File: config.mk
export PLATFORM = sky130hd
export DESIGN_NAME = calc_keypad
export DESIGN_NICKNAME = d
export VERILOG_FILES = /design/src/rtl/calc_pkg.sv /design/src/rtl/calc_sync2.sv /design/src/rtl/calc_keypad.sv
export SDC_FILE = /design/constraint.sdc
export NUM_CORES = 1
export LEC_CHECK = 0
export CAP_MARGIN = 15
export CORE_ASPECT_RATIO = 1.75
export CORE_MARGIN = 2
export CORE_UTILIZATION = 55
export CTS_BUF_LIST = sky130_fd_sc_hd__clkbuf_8
export DETAILED_ROUTE_END_ITERATION = 8
export GPL_TIMING_DRIVEN = 0
export PLACE_DENSITY_LB_ADDON = 0.3
export SLEW_MARGIN = 5
export SYNTH_ARGS = -nofsm -noshare
export SYNTH_HDL_FRONTEND = slang
export SYNTH_SLANG_ARGS = --single-unit
File: constraint.sdc
create_clock -name i_clk -period 3.05 [get_ports i_clk]
set_input_delay 0.4575 -clock i_clk [delete_from_list [all_inputs] [get_ports i_clk]]
set_output_delay 0.4575 -clock i_clk [all_outputs]
set_load 0.1 [all_outputs]
File: src/rtl/calc_pkg.sv
// calc_pkg: shared definitions for the calculator keypad front end and calc_top.
//   - 4-bit command codes (digits, operators, clear, equals, idle)
//   - keypad FSM state enum
//   - key_code(): maps a (row, col) keypad position to its command code
package calc_pkg;

    localparam logic [3:0] CMD_D0   = 4'd0;
    localparam logic [3:0] CMD_D1   = 4'd1;
    localparam logic [3:0] CMD_D2   = 4'd2;
    localparam logic [3:0] CMD_D3   = 4'd3;
    localparam logic [3:0] CMD_D4   = 4'd4;
    localparam logic [3:0] CMD_D5   = 4'd5;
    localparam logic [3:0] CMD_D6   = 4'd6;
    localparam logic [3:0] CMD_D7   = 4'd7;
    localparam logic [3:0] CMD_D8   = 4'd8;
    localparam logic [3:0] CMD_D9   = 4'd9;
    localparam logic [3:0] CMD_ADD  = 4'b1010;
    localparam logic [3:0] CMD_SUB  = 4'b1011;
    localparam logic [3:0] CMD_MUL  = 4'b1100;
    localparam logic [3:0] CMD_CLR  = 4'b1101;
    localparam logic [3:0] CMD_EQ   = 4'b1110;
    localparam logic [3:0] CMD_IDLE = 4'b1111;

    typedef enum logic [1:0] {
        ST_SCAN     = 2'd0,
        ST_DEBOUNCE = 2'd1,
        ST_EMIT     = 2'd2,
        ST_RELEASE  = 2'd3
    } kp_state_e;

    // Physical layout:  c0 c1 c2 c3
    //               r0:  1  2  3  A
    //               r1:  4  5  6  B
    //               r2:  7  8  9  C
    //               r3:  D  0  E  -   (r3/c3 unused -> CMD_IDLE)
    function automatic logic [3:0] key_code(input logic [1:0] row, input logic [1:0] col);
        logic [3:0] code;
        case ({row, col})
            4'h0: code = CMD_D1;
            4'h1: code = CMD_D2;
            4'h2: code = CMD_D3;
            4'h3: code = CMD_ADD;
            4'h4: code = CMD_D4;
            4'h5: code = CMD_D5;
            4'h6: code = CMD_D6;
            4'h7: code = CMD_SUB;
            4'h8: code = CMD_D7;
            4'h9: code = CMD_D8;
            4'hA: code = CMD_D9;
            4'hB: code = CMD_MUL;
            4'hC: code = CMD_CLR;
            4'hD: code = CMD_D0;
            4'hE: code = CMD_EQ;
            default: code = CMD_IDLE;
        endcase
        return code;
    endfunction

endpackage

File: src/rtl/calc_sync2.sv
// calc_sync2: two-flop synchronizer for asynchronous inputs.
//   i_clk   : destination clock
//   i_rst_n : async active-low reset, flops load RST_VAL
//   i_d     : asynchronous input bus
//   o_q     : synchronized output (2-clock latency)
module calc_sync2 #(
    parameter int          WIDTH   = 1,
    parameter logic [WIDTH-1:0] RST_VAL = '0
) (
    input  logic             i_clk,
    input  logic             i_rst_n,
    input  logic [WIDTH-1:0] i_d,
    output logic [WIDTH-1:0] o_q
);

    logic [WIDTH-1:0] r_meta;
    logic [WIDTH-1:0] r_sync;

    always_ff @(posedge i_clk or negedge i_rst_n) begin
        if (!i_rst_n) begin
            r_meta <= RST_VAL;
            r_sync <= RST_VAL;
        end else begin
            r_meta <= i_d;
            r_sync <= r_meta;
        end
    end

    assign o_q = r_sync;

endmodule

File: src/rtl/calc_keypad.sv
// calc_keypad: 4x4 matrix keypad scanner with debounce, producing one
// calculator command per key press.
//   i_clk       : system clock, rising edge
//   i_rst_n     : async active-low reset
//   i_rows      : row lines, active-low, asynchronous to i_clk
//   o_cols      : column drive, one-hot active-low
//   o_cmd       : command code, CMD_IDLE when nothing is emitted (registered)
//   o_cmd_valid : one-clock pulse on the first cycle of a new code (registered)
module calc_keypad
    import calc_pkg::*;
#(
    parameter int SCAN_CYCLES     = 16,
    parameter int DEBOUNCE_CYCLES = 1000,
    parameter int HOLD_CYCLES     = 15
) (
    input  logic       i_clk,
    input  logic       i_rst_n,
    input  logic [3:0] i_rows,
    output logic [3:0] o_cols,
    output logic [3:0] o_cmd,
    output logic       o_cmd_valid
);

    localparam int CNT_MAX_A = (SCAN_CYCLES > DEBOUNCE_CYCLES) ? SCAN_CYCLES : DEBOUNCE_CYCLES;
    localparam int CNT_MAX   = (CNT_MAX_A > HOLD_CYCLES) ? CNT_MAX_A : HOLD_CYCLES;
    localparam int CW        = $clog2(CNT_MAX + 1);

    kp_state_e       r_state, w_state_nxt;
    logic [1:0]      r_col;
    logic [1:0]      r_row;
    logic [CW-1:0]   r_cnt;
    logic [3:0]      r_cmd;
    logic            r_cmd_valid;

    logic [3:0]      w_rows_s;
    logic [2:0]      w_n_low;
    logic [1:0]      w_low_idx;
    logic            w_single_low;
    logic            w_row_held;
    logic            w_all_high;
    logic            w_scan_done;
    logic            w_deb_done;
    logic            w_hold_done;
    logic [3:0]      w_code;
    logic [3:0]      w_cmd_nxt;
    logic            w_valid_nxt;

    // Idle keypad reads all-high, so the synchronizer resets to ones.
    calc_sync2 #(.WIDTH(4), .RST_VAL(4'hF)) u_sync (
        .i_clk   (i_clk),
        .i_rst_n (i_rst_n),
        .i_d     (i_rows),
        .o_q     (w_rows_s)
    );

    // Count low rows; only a single low row identifies a key unambiguously.
    always_comb begin
        w_n_low   = 3'd0;
        w_low_idx = 2'd0;
        for (int i = 0; i < 4; i++) begin
            if (!w_rows_s[i]) begin
                w_n_low   = w_n_low + 3'd1;
                w_low_idx = 2'(i);
            end
        end
    end

    assign w_single_low = (w_n_low == 3'd1);
    assign w_row_held   = (w_rows_s == ~(4'b0001 << r_row));
    assign w_all_high   = &w_rows_s;
    assign w_scan_done  = (r_cnt == CW'(SCAN_CYCLES - 1));
    assign w_deb_done   = (r_cnt == CW'(DEBOUNCE_CYCLES - 1));
    assign w_hold_done  = (r_cnt == CW'(HOLD_CYCLES - 1));
    assign w_code       = key_code(r_row, r_col);

    // State register
    always_ff @(posedge i_clk or negedge i_rst_n) begin
        if (!i_rst_n) r_state <= ST_SCAN;
        else          r_state <= w_state_nxt;
    end

    // Next-state logic
    always_comb begin
        w_state_nxt = r_state;
        case (r_state)
            ST_SCAN:
                if (w_single_low) w_state_nxt = ST_DEBOUNCE;
            ST_DEBOUNCE:
                if (!w_row_held)     w_state_nxt = ST_SCAN;
                // The unused key has no code: skip straight to waiting for release.
                else if (w_deb_done) w_state_nxt = (w_code == CMD_IDLE) ? ST_RELEASE : ST_EMIT;
            ST_EMIT:
                if (w_hold_done) w_state_nxt = ST_RELEASE;
            ST_RELEASE:
                if (w_all_high && w_deb_done) w_state_nxt = ST_SCAN;
            default: w_state_nxt = ST_SCAN;
        endcase
    end

    // Output logic: next values of the registered outputs. The code is
    // loaded on entry to EMIT and held until EMIT is left; row activity
    // during EMIT is ignored so an early release cannot shorten the hold.
    always_comb begin
        w_cmd_nxt   = CMD_IDLE;
        w_valid_nxt = 1'b0;
        if (w_state_nxt == ST_EMIT) begin
            w_cmd_nxt   = (r_state == ST_EMIT) ? r_cmd : w_code;
            w_valid_nxt = (r_state != ST_EMIT);
        end
    end

    always_ff @(posedge i_clk or negedge i_rst_n) begin
        if (!i_rst_n) begin
            r_cmd       <= CMD_IDLE;
            r_cmd_valid <= 1'b0;
        end else begin
            r_cmd       <= w_cmd_nxt;
            r_cmd_valid <= w_valid_nxt;
        end
    end

    // Counter, column and latched row. One shared counter serves scan
    // dwell, press/release debounce and command hold.
    always_ff @(posedge i_clk or negedge i_rst_n) begin
        if (!i_rst_n) begin
            r_cnt <= '0;
            r_col <= 2'd0;
            r_row <= 2'd0;
        end else begin
            case (r_state)
                ST_SCAN: begin
                    if (w_single_low) begin
                        r_row <= w_low_idx;
                        r_cnt <= '0;
                    end else if (w_scan_done) begin
                        r_col <= r_col + 2'd1;
                        r_cnt <= '0;
                    end else begin
                        r_cnt <= r_cnt + 1'b1;
                    end
                end
                ST_DEBOUNCE: begin
                    // Abort leaves the column as is; scanning resumes with a fresh dwell.
                    if (!w_row_held || w_deb_done) r_cnt <= '0;
                    else                           r_cnt <= r_cnt + 1'b1;
                end
                ST_EMIT: begin
                    if (w_hold_done) r_cnt <= '0;
                    else             r_cnt <= r_cnt + 1'b1;
                end
                ST_RELEASE: begin
                    if (!w_all_high) begin
                        r_cnt <= '0;
                    end else if (w_deb_done) begin
                        r_cnt <= '0;
                        r_col <= r_col + 2'd1;
                    end else begin
                        r_cnt <= r_cnt + 1'b1;
                    end
                end
                default: r_cnt <= '0;
            endcase
        end
    end

    assign o_cols      = ~(4'b0001 << r_col);
    assign o_cmd       = r_cmd;
    assign o_cmd_valid = r_cmd_valid;

endmodule

* Word level (Yosys, flattened, before mapping)
Memory sizes are Yosys's and may differ from the RTL's.
Index checks and enable logic that the tools add are counted.
** Storage, ports and cells
- Flip-flop bits (word level) :: 29
- Memories :: 1
- Memory bits (read-only) :: 64
- Output and inout bits :: 9
- Logic and storage cells :: 71
** Cells by class
- Add/subtract/negate cells :: 5
- Reduce and logical (&&, ||, !) cells :: 8
- Bitwise logic cells :: 2
- Mux-type cells :: 29
- Equal/unequal tests :: 16
- Shift operators :: 2
** Memory list
- (name not given) :: depth 16, bits a word 4, rd ports 1, clocked after Yosys merged registers in 0, write ports 0, line calc_pkg.sv:38 : case ({row, col})
** Operator list (number)
- two-way mux 10 bit :: 6
- case mux 10 bit (4 select lines) :: 1
- two-way mux 2 bit :: 11
- equality test 10 x 4 -> 1 bit (second input constant) :: 2
- inequality test 2 bit (second input constant) :: 6
- adder 10 x 1 -> 10 bit (second input constant) :: 1
- equality test 10 bit (second input constant) :: 1
- adder 3 x 1 -> 3 bit (second input constant) :: 3
- two-way mux 3 bit :: 3
- two-way mux 4 bit :: 2
- NOT 4 bit :: 2
- case mux 2 bit (4 select lines) :: 1
- << shifter 1 x 2 -> 4 bit (first input constant) :: 2
- equality test 2 bit (second input constant) :: 3
- AND reduction 5 bit :: 1
- equality test 4 bit :: 1
- equality test 4 bit (second input constant) :: 1
- two-way mux 1 bit :: 4
- case mux 2 bit (2 select lines) :: 1
- AND reduction 4 bit :: 1
- equality test 3 x 1 -> 1 bit (second input constant) :: 1
- adder 2 x 1 -> 2 bit (second input constant) :: 1
- equality test 2 x 1 -> 1 bit (second input constant) :: 1
- zero test 2 bit :: 1
- other kinds (5) :: 5

* Logic depth before layout (Yosys ltp)
- Depth after elaboration :: 12
- Mapped depth :: 10
- Mapped depth without buffers :: 10

* Cells and area by module
Synthesis repeated with hierarchy kept, for this count alone.
** Unflattened totals
- Cells, all modules :: 172
- Area, all modules :: 1756.7 um^2
** Modules (own cells, without submodules)
- calc_keypad :: cells an instance 164, instances 1, area an instance 1546.5 um^2, sequential area each 530.5 um^2
- calc_sync2 :: cells an instance 8, instances 1, area an instance 210.2 um^2, sequential area each 210.2 um^2

* Worst setup path before layout
No wires, ideal clock.
- Kind :: register to register
- From :: register u_sync.r_sync[0], in the netlist u_sync.o_q[0]
- To :: register r_col[1]
- Path buffers :: 0
- Stages on the path, launching flop included :: 10
- Required time :: 2.922 ns
- Setup time :: 0.128 ns
- Clock period less this slack :: 2.496 ns
- Arrival :: 2.368 ns
- Path slack :: 0.554 ns
- Path through :: dfstp_2 -> inv_1 -> ha_1 -> xnor2_1 -> ha_1 -> or3_1 -> o211ai_1 -> nand4_2 -> o21ai_2 -> mux2_1
** On the way
- Word-level cells in the longest chain between the ends :: 10
- Elaborated cells on any way between the ends :: 12
- Classes of those cells :: add/sub: 3; eq/ne: 3; mux: 4; reduce/logical: 2
** Ends and longest elaborated chain
- from (decl) :: line calc_sync2.sv:17 : logic [WIDTH-1:0] r_sync;
- from (signal assigned) :: line calc_sync2.sv:25 : r_sync <= r_meta;
- two-way mux 1 bit :: line calc_keypad.sv:61 : if (!w_rows_s[i]) begin
- adder 3 x 1 -> 3 bit :: line calc_keypad.sv:62 : w_n_low = w_n_low + 3'd1;
- two-way mux 3 bit :: line calc_keypad.sv:61
- adder 3 x 1 -> 3 bit :: line calc_keypad.sv:62
- two-way mux 3 bit :: line calc_keypad.sv:61
- adder 3 x 1 -> 3 bit :: line calc_keypad.sv:62
- two-way mux 3 bit :: line calc_keypad.sv:61
- equality test 3 x 1 -> 1 bit :: line calc_keypad.sv:68 : assign w_single_low = (w_n_low == 3'd1);
- inequality test 2 bit (no source line)
- AND reduction 5 bit (no source line) *
- to (signal assigned) :: line calc_keypad.sv:136 : r_col <= r_col + 2'd1;
- to (signal assigned) :: line calc_keypad.sv:156 : r_col <= r_col + 2'd1;
- to (decl) :: line calc_keypad.sv:29 : logic [1:0] r_col;
Mark *: on every way between the ends. The rest lies on a longest branch, timed or not.
A chain may end at the register's enable or synchronous reset.

* Worst setup path in the final report
- From :: register r_col[0]
- To :: output o_cols[0]
** On the way
- Word-level cells in the longest chain between the ends :: 2
** Ends and longest elaborated chain
- << shifter 1 x 2 -> 4 bit :: line calc_keypad.sv:166 : assign o_cols = ~(4'b0001 << r_col);
- NOT 4 bit :: line calc_keypad.sv:166
- to (decl) :: line calc_keypad.sv:19 : output logic [3:0] o_cols,
Every way passes these cells.

==> results.md <==
Power and ir drop
* 41.0% — Sequential Power Share
* 0.459 mV — Max IR drop VDD
* 566 nW/µm² — ratio of total power to cell area
* 0.873 nW — P_leak
* 1.16 mW — overall power of the completed layout
* 32.4% — switching share of power
* 29.9% — clock share of power
* 0.788 mW — Internal
* 0.377 mW — switching pwr
* 29.1% — combinational cell fraction of total power

Route
* 3530 µm — wire length after detailed routing
* 0 — # DRC
* 1360 — routed vias
* 15.2 µm — detailed-route wire length per cell
* 0 — antenna violation net count after detailed routing
* 4 — DR pass1 iterations
* 28 — 1st-iter DRT viols
* 5.84 — average via count per standard cell

Timing
* 0 ns — Setup TNS Final
* 92.4% — Tcrit/Tclk final
* 0.976 ns — slew at the pin closest to its max-slew limit
* 355 MHz — highest attainable clock frequency
* 0 — number of endpoints failing setup at the final stage
* 0 — Final Max Tran Viols
* 0.00975 ns — worst clock skew
* 2.82 ns — Final Critical Period
* 0 — endpoints failing hold
* 34.7% — worst relative slew slack
* false — setup repair after global routing missed its margin

Cells and area
* 18.6% — area grow syn2layout
* 20.0% — share of post-route cells with drive strength above 1
* 234 — total of fill cells in the finished design
* 0 — number of inserted diodes
* 208 — Nets
* 233 — count of placed standard cells in the final layout, fillers left out
* 903 µm² — Multi-input gate area
* 741 µm² — sequential cell area

Worst hold path
* 0 — instance count along the most critical hold path
* u_sync.o_q[0] — end point of the worst hold path
* flop to flop — path class of the lowest-slack min-delay path
* u_sync.r_meta[0] — hold wc startpoint

CTS
* done — TritonCTS clock tree
* 0.29 ns — Clk Latency, worst-skew pair
* 2 — htree depth
* 2 — CTS max path bufs
* 5 — TritonCTS Buffers
* sky130_fd_sc_hd__clkbuf_8 — clock tree root buffer cell
* 0.06 ns — CTS clock-pin slew for the worst setup and hold paths
* 29 — total clock sinks
* 0 — quantity of gates resized following cts
* 0 — Post CTS Setup Buffer Count
* 0 — Hold Buf Count CTS

Yosys
* 29 — flip-flop and latch count after synthesis
* 100% — async set-or-reset flop fraction in the synthesized netlist
* 0 — number of flops mapped to enable cells by yosys
* 10.4 µm² — average size of a mapped cell
* 1730 µm² — post-synthesis instance area
* sky130_fd_sc_hd__dfrtp_1 — cell taking the most area after synthesis
* 0 — warnings from Yosys
* 49 — synth unique cells
* sky130_fd_sc_hd__dfrtp_1 — Primary FF master, synth
* 167 — cell count after synthesis
* 42.7% — sequential element share of the synthesized area
* sky130_fd_sc_hd__dfrtp_1 25%, sky130_fd_sc_hd__dfstp_2 18%, sky130_fd_sc_hd__ha_1 9.4% — biggest area contributors in the synthesized netlist
* 186 — number of nets in the synthesized netlist
* 24.5% — Yosys top cell area share

Global routing
* 0 — total gr overflow
* 6000 µm — first-pass GRT wire length
* 20 — pin count of the biggest net entering global routing
* 23.1% — GR Util All Layers
* 0 — antenna violations before repair
* 1378 — vias in the first global route

Die
* 56.4% — initial cell density of the core
* 27 — number of standard-cell rows in the floorplan
* 3070 µm² — Core ar.
* 78.3 µm — Die Y
* 46.4 µm — overall die width
* 15 — io pins
* 3640 µm² — die area

Critical path
* sky130_fd_sc_hd__inv_1 — most frequent cell on the critical path
* output pin — endpoint kind of the worst setup timing path
* 9 — number of cells on the worst reg-to-reg path
* 7 — critical-path maximum fanout
* flop to output pin — class of the most critical setup path
* sky130_fd_sc_hd__clkdlybuf4s50_1 — slowest stage cell, crit path
* u_sync.o_q[0] — critical register-to-register path startpoint
* 2.59 ns — data required time at the worst endpoint
* flop — critical path launch point type
* 1.13 ns — Crit path largest cell delay
* r_col[0] — Crit. Startpoint
* inv_1, ha_1, inv_1, clkdlybuf4s50_1 — worst path cell trace
* 0.31 ns — reg-to-reg slack, setup
* r_col[1] — terminus of the critical flop-to-flop path
* 2.36 ns — data arrival time of the critical path

Outcome
* finished, final reports clean — result of the run

Place
* 0.824 — gp weighted congestion
* 2750 µm — post-detailed-placement half-perimeter wirelength
* 14 — port buffer count
* 225 — Placed Cells

Job
* 0 — count of max-cap constraint violations

Yosys cell counts (all sizes together) (2+ instances only):
library cell   n
and3           4
o211ai         3
nand2          8
nand2b         2
a21oi          6
ha            13
nor4           5
dfstp         12
dfrtp         17
nor3           7
mux2           2
nand4          5
mux2i          3
inv           12
xnor2          6
nand3b         2
a21boi         2
or3            3
xor2           5
buf            6
o21ai         10
nand3         10
nor2           5
and2b          2
and4           2
worst max path at each step:
stage	endpoint	slack, ns
after global routing	r_col[1]	0.09
after detailed placement	r_col[1]	0.31
after floorplan	r_col[1]	0.55
after global placement	r_col[1]	0.41
after CTS	o_cols[0]	0.22
final	o_cols[0]	0.23
stage by stage:
step	hold slack (ns)	worst slack [ns]	utilization (%)	area [µm²]
3_3_place_gp	0.346	0.411	62.7	1930
2_1_floorplan	0.162	0.554	-	1730
3_5_place_dp	0.347	0.310	63.6	1960
5_1_grt	0.351	0.0949	66.9	2060
6_report	0.343	0.231	66.9	2060
4_1_cts	0.343	0.217	66.9	2060
final cells by class:
class / instances / area share (%)
sequential: 29 / 36.0
tap: 43 / 2.62
multi-input combinational: 119 / 43.9
inverter: 12 / 2.19
clock buffer: 7 / 4.68
timing repair buffer: 15 / 8.15
buffer: 7 / 2.19
clock inverter: 1 / 0.243
worst max-delay path: cells and delay by family (launching register included):
| family | cells | cell delay [ns] |
|---|---|---|
| adder cells (fa/ha/maj) | 1 | 0.24 |
| buffers and inverters | 3 | 1.35 |
| flip-flops | 1 | 0.48 |
state kept, by name (all words and copies together), names as in the netlist:
name / cells
r_cnt: 10
o_cmd: 4
r_state: 2
u_sync.r_meta: 4
u_sync.o_q: 4
r_col: 2
r_row: 2
o_cmd_valid: 1
cell families (layout without fill, tap and decap cells):
logic type	count (synthesis)	count (layout)	share of synthesized area (%)
buf+inv	19	42	5.19
compound gates	27	27	10.1
xor+xnor	11	11	5.56
fa+ha+maj	13	13	9.38
simple gates	63	63	24.0
flops	29	29	42.7
mux	5	5	3.03
routing by layer:
layer  global-route usage, %  vias up  wire length (µm)
met3                    5.06       11               110
met4                    12.6        0               119
li1                        -      642                 -
met1                    23.1      675              1230
met2                    41.0       32              2070
met5                       0        -                 0
power by group through the flow:
stage               logic [mW]  clock network (mW)  registers [mW]
floorplan                0.262                   0           0.470
global placement         0.317                   0           0.478
detailed placement       0.341                   0           0.483
CTS                      0.343               0.354           0.476
global route             0.379               0.367           0.483
finish                   0.339               0.348           0.477
cell usage in the layout (no fill, tap or decap), types with 3 or more instances in the layout:
master                            synthesis  routed
sky130_fd_sc_hd__o211ai_1                 3       3
sky130_fd_sc_hd__dfstp_2                 12      12
sky130_fd_sc_hd__a21oi_1                  6       6
sky130_fd_sc_hd__nand2_1                  8       8
sky130_fd_sc_hd__buf_2                    3       3
sky130_fd_sc_hd__nand3_1                 10      10
sky130_fd_sc_hd__inv_1                   11      11
sky130_fd_sc_hd__ha_1                    13      13
sky130_fd_sc_hd__dfrtp_1                 17      17
sky130_fd_sc_hd__and3_1                   4       4
sky130_fd_sc_hd__nor2_1                   5       5
sky130_fd_sc_hd__nand4_1                  4       4
sky130_fd_sc_hd__xnor2_1                  6       6
sky130_fd_sc_hd__clkbuf_8                 0       7
sky130_fd_sc_hd__mux2i_1                  3       3
sky130_fd_sc_hd__xor2_1                   5       5
sky130_fd_sc_hd__or3_1                    3       3
sky130_fd_sc_hd__nor4_2                   4       4
sky130_fd_sc_hd__o21ai_0                  7       7
sky130_fd_sc_hd__nor3_1                   7       7
sky130_fd_sc_hd__clkdlybuf4s50_1          0      14
(Power assumes the default switching activity.)
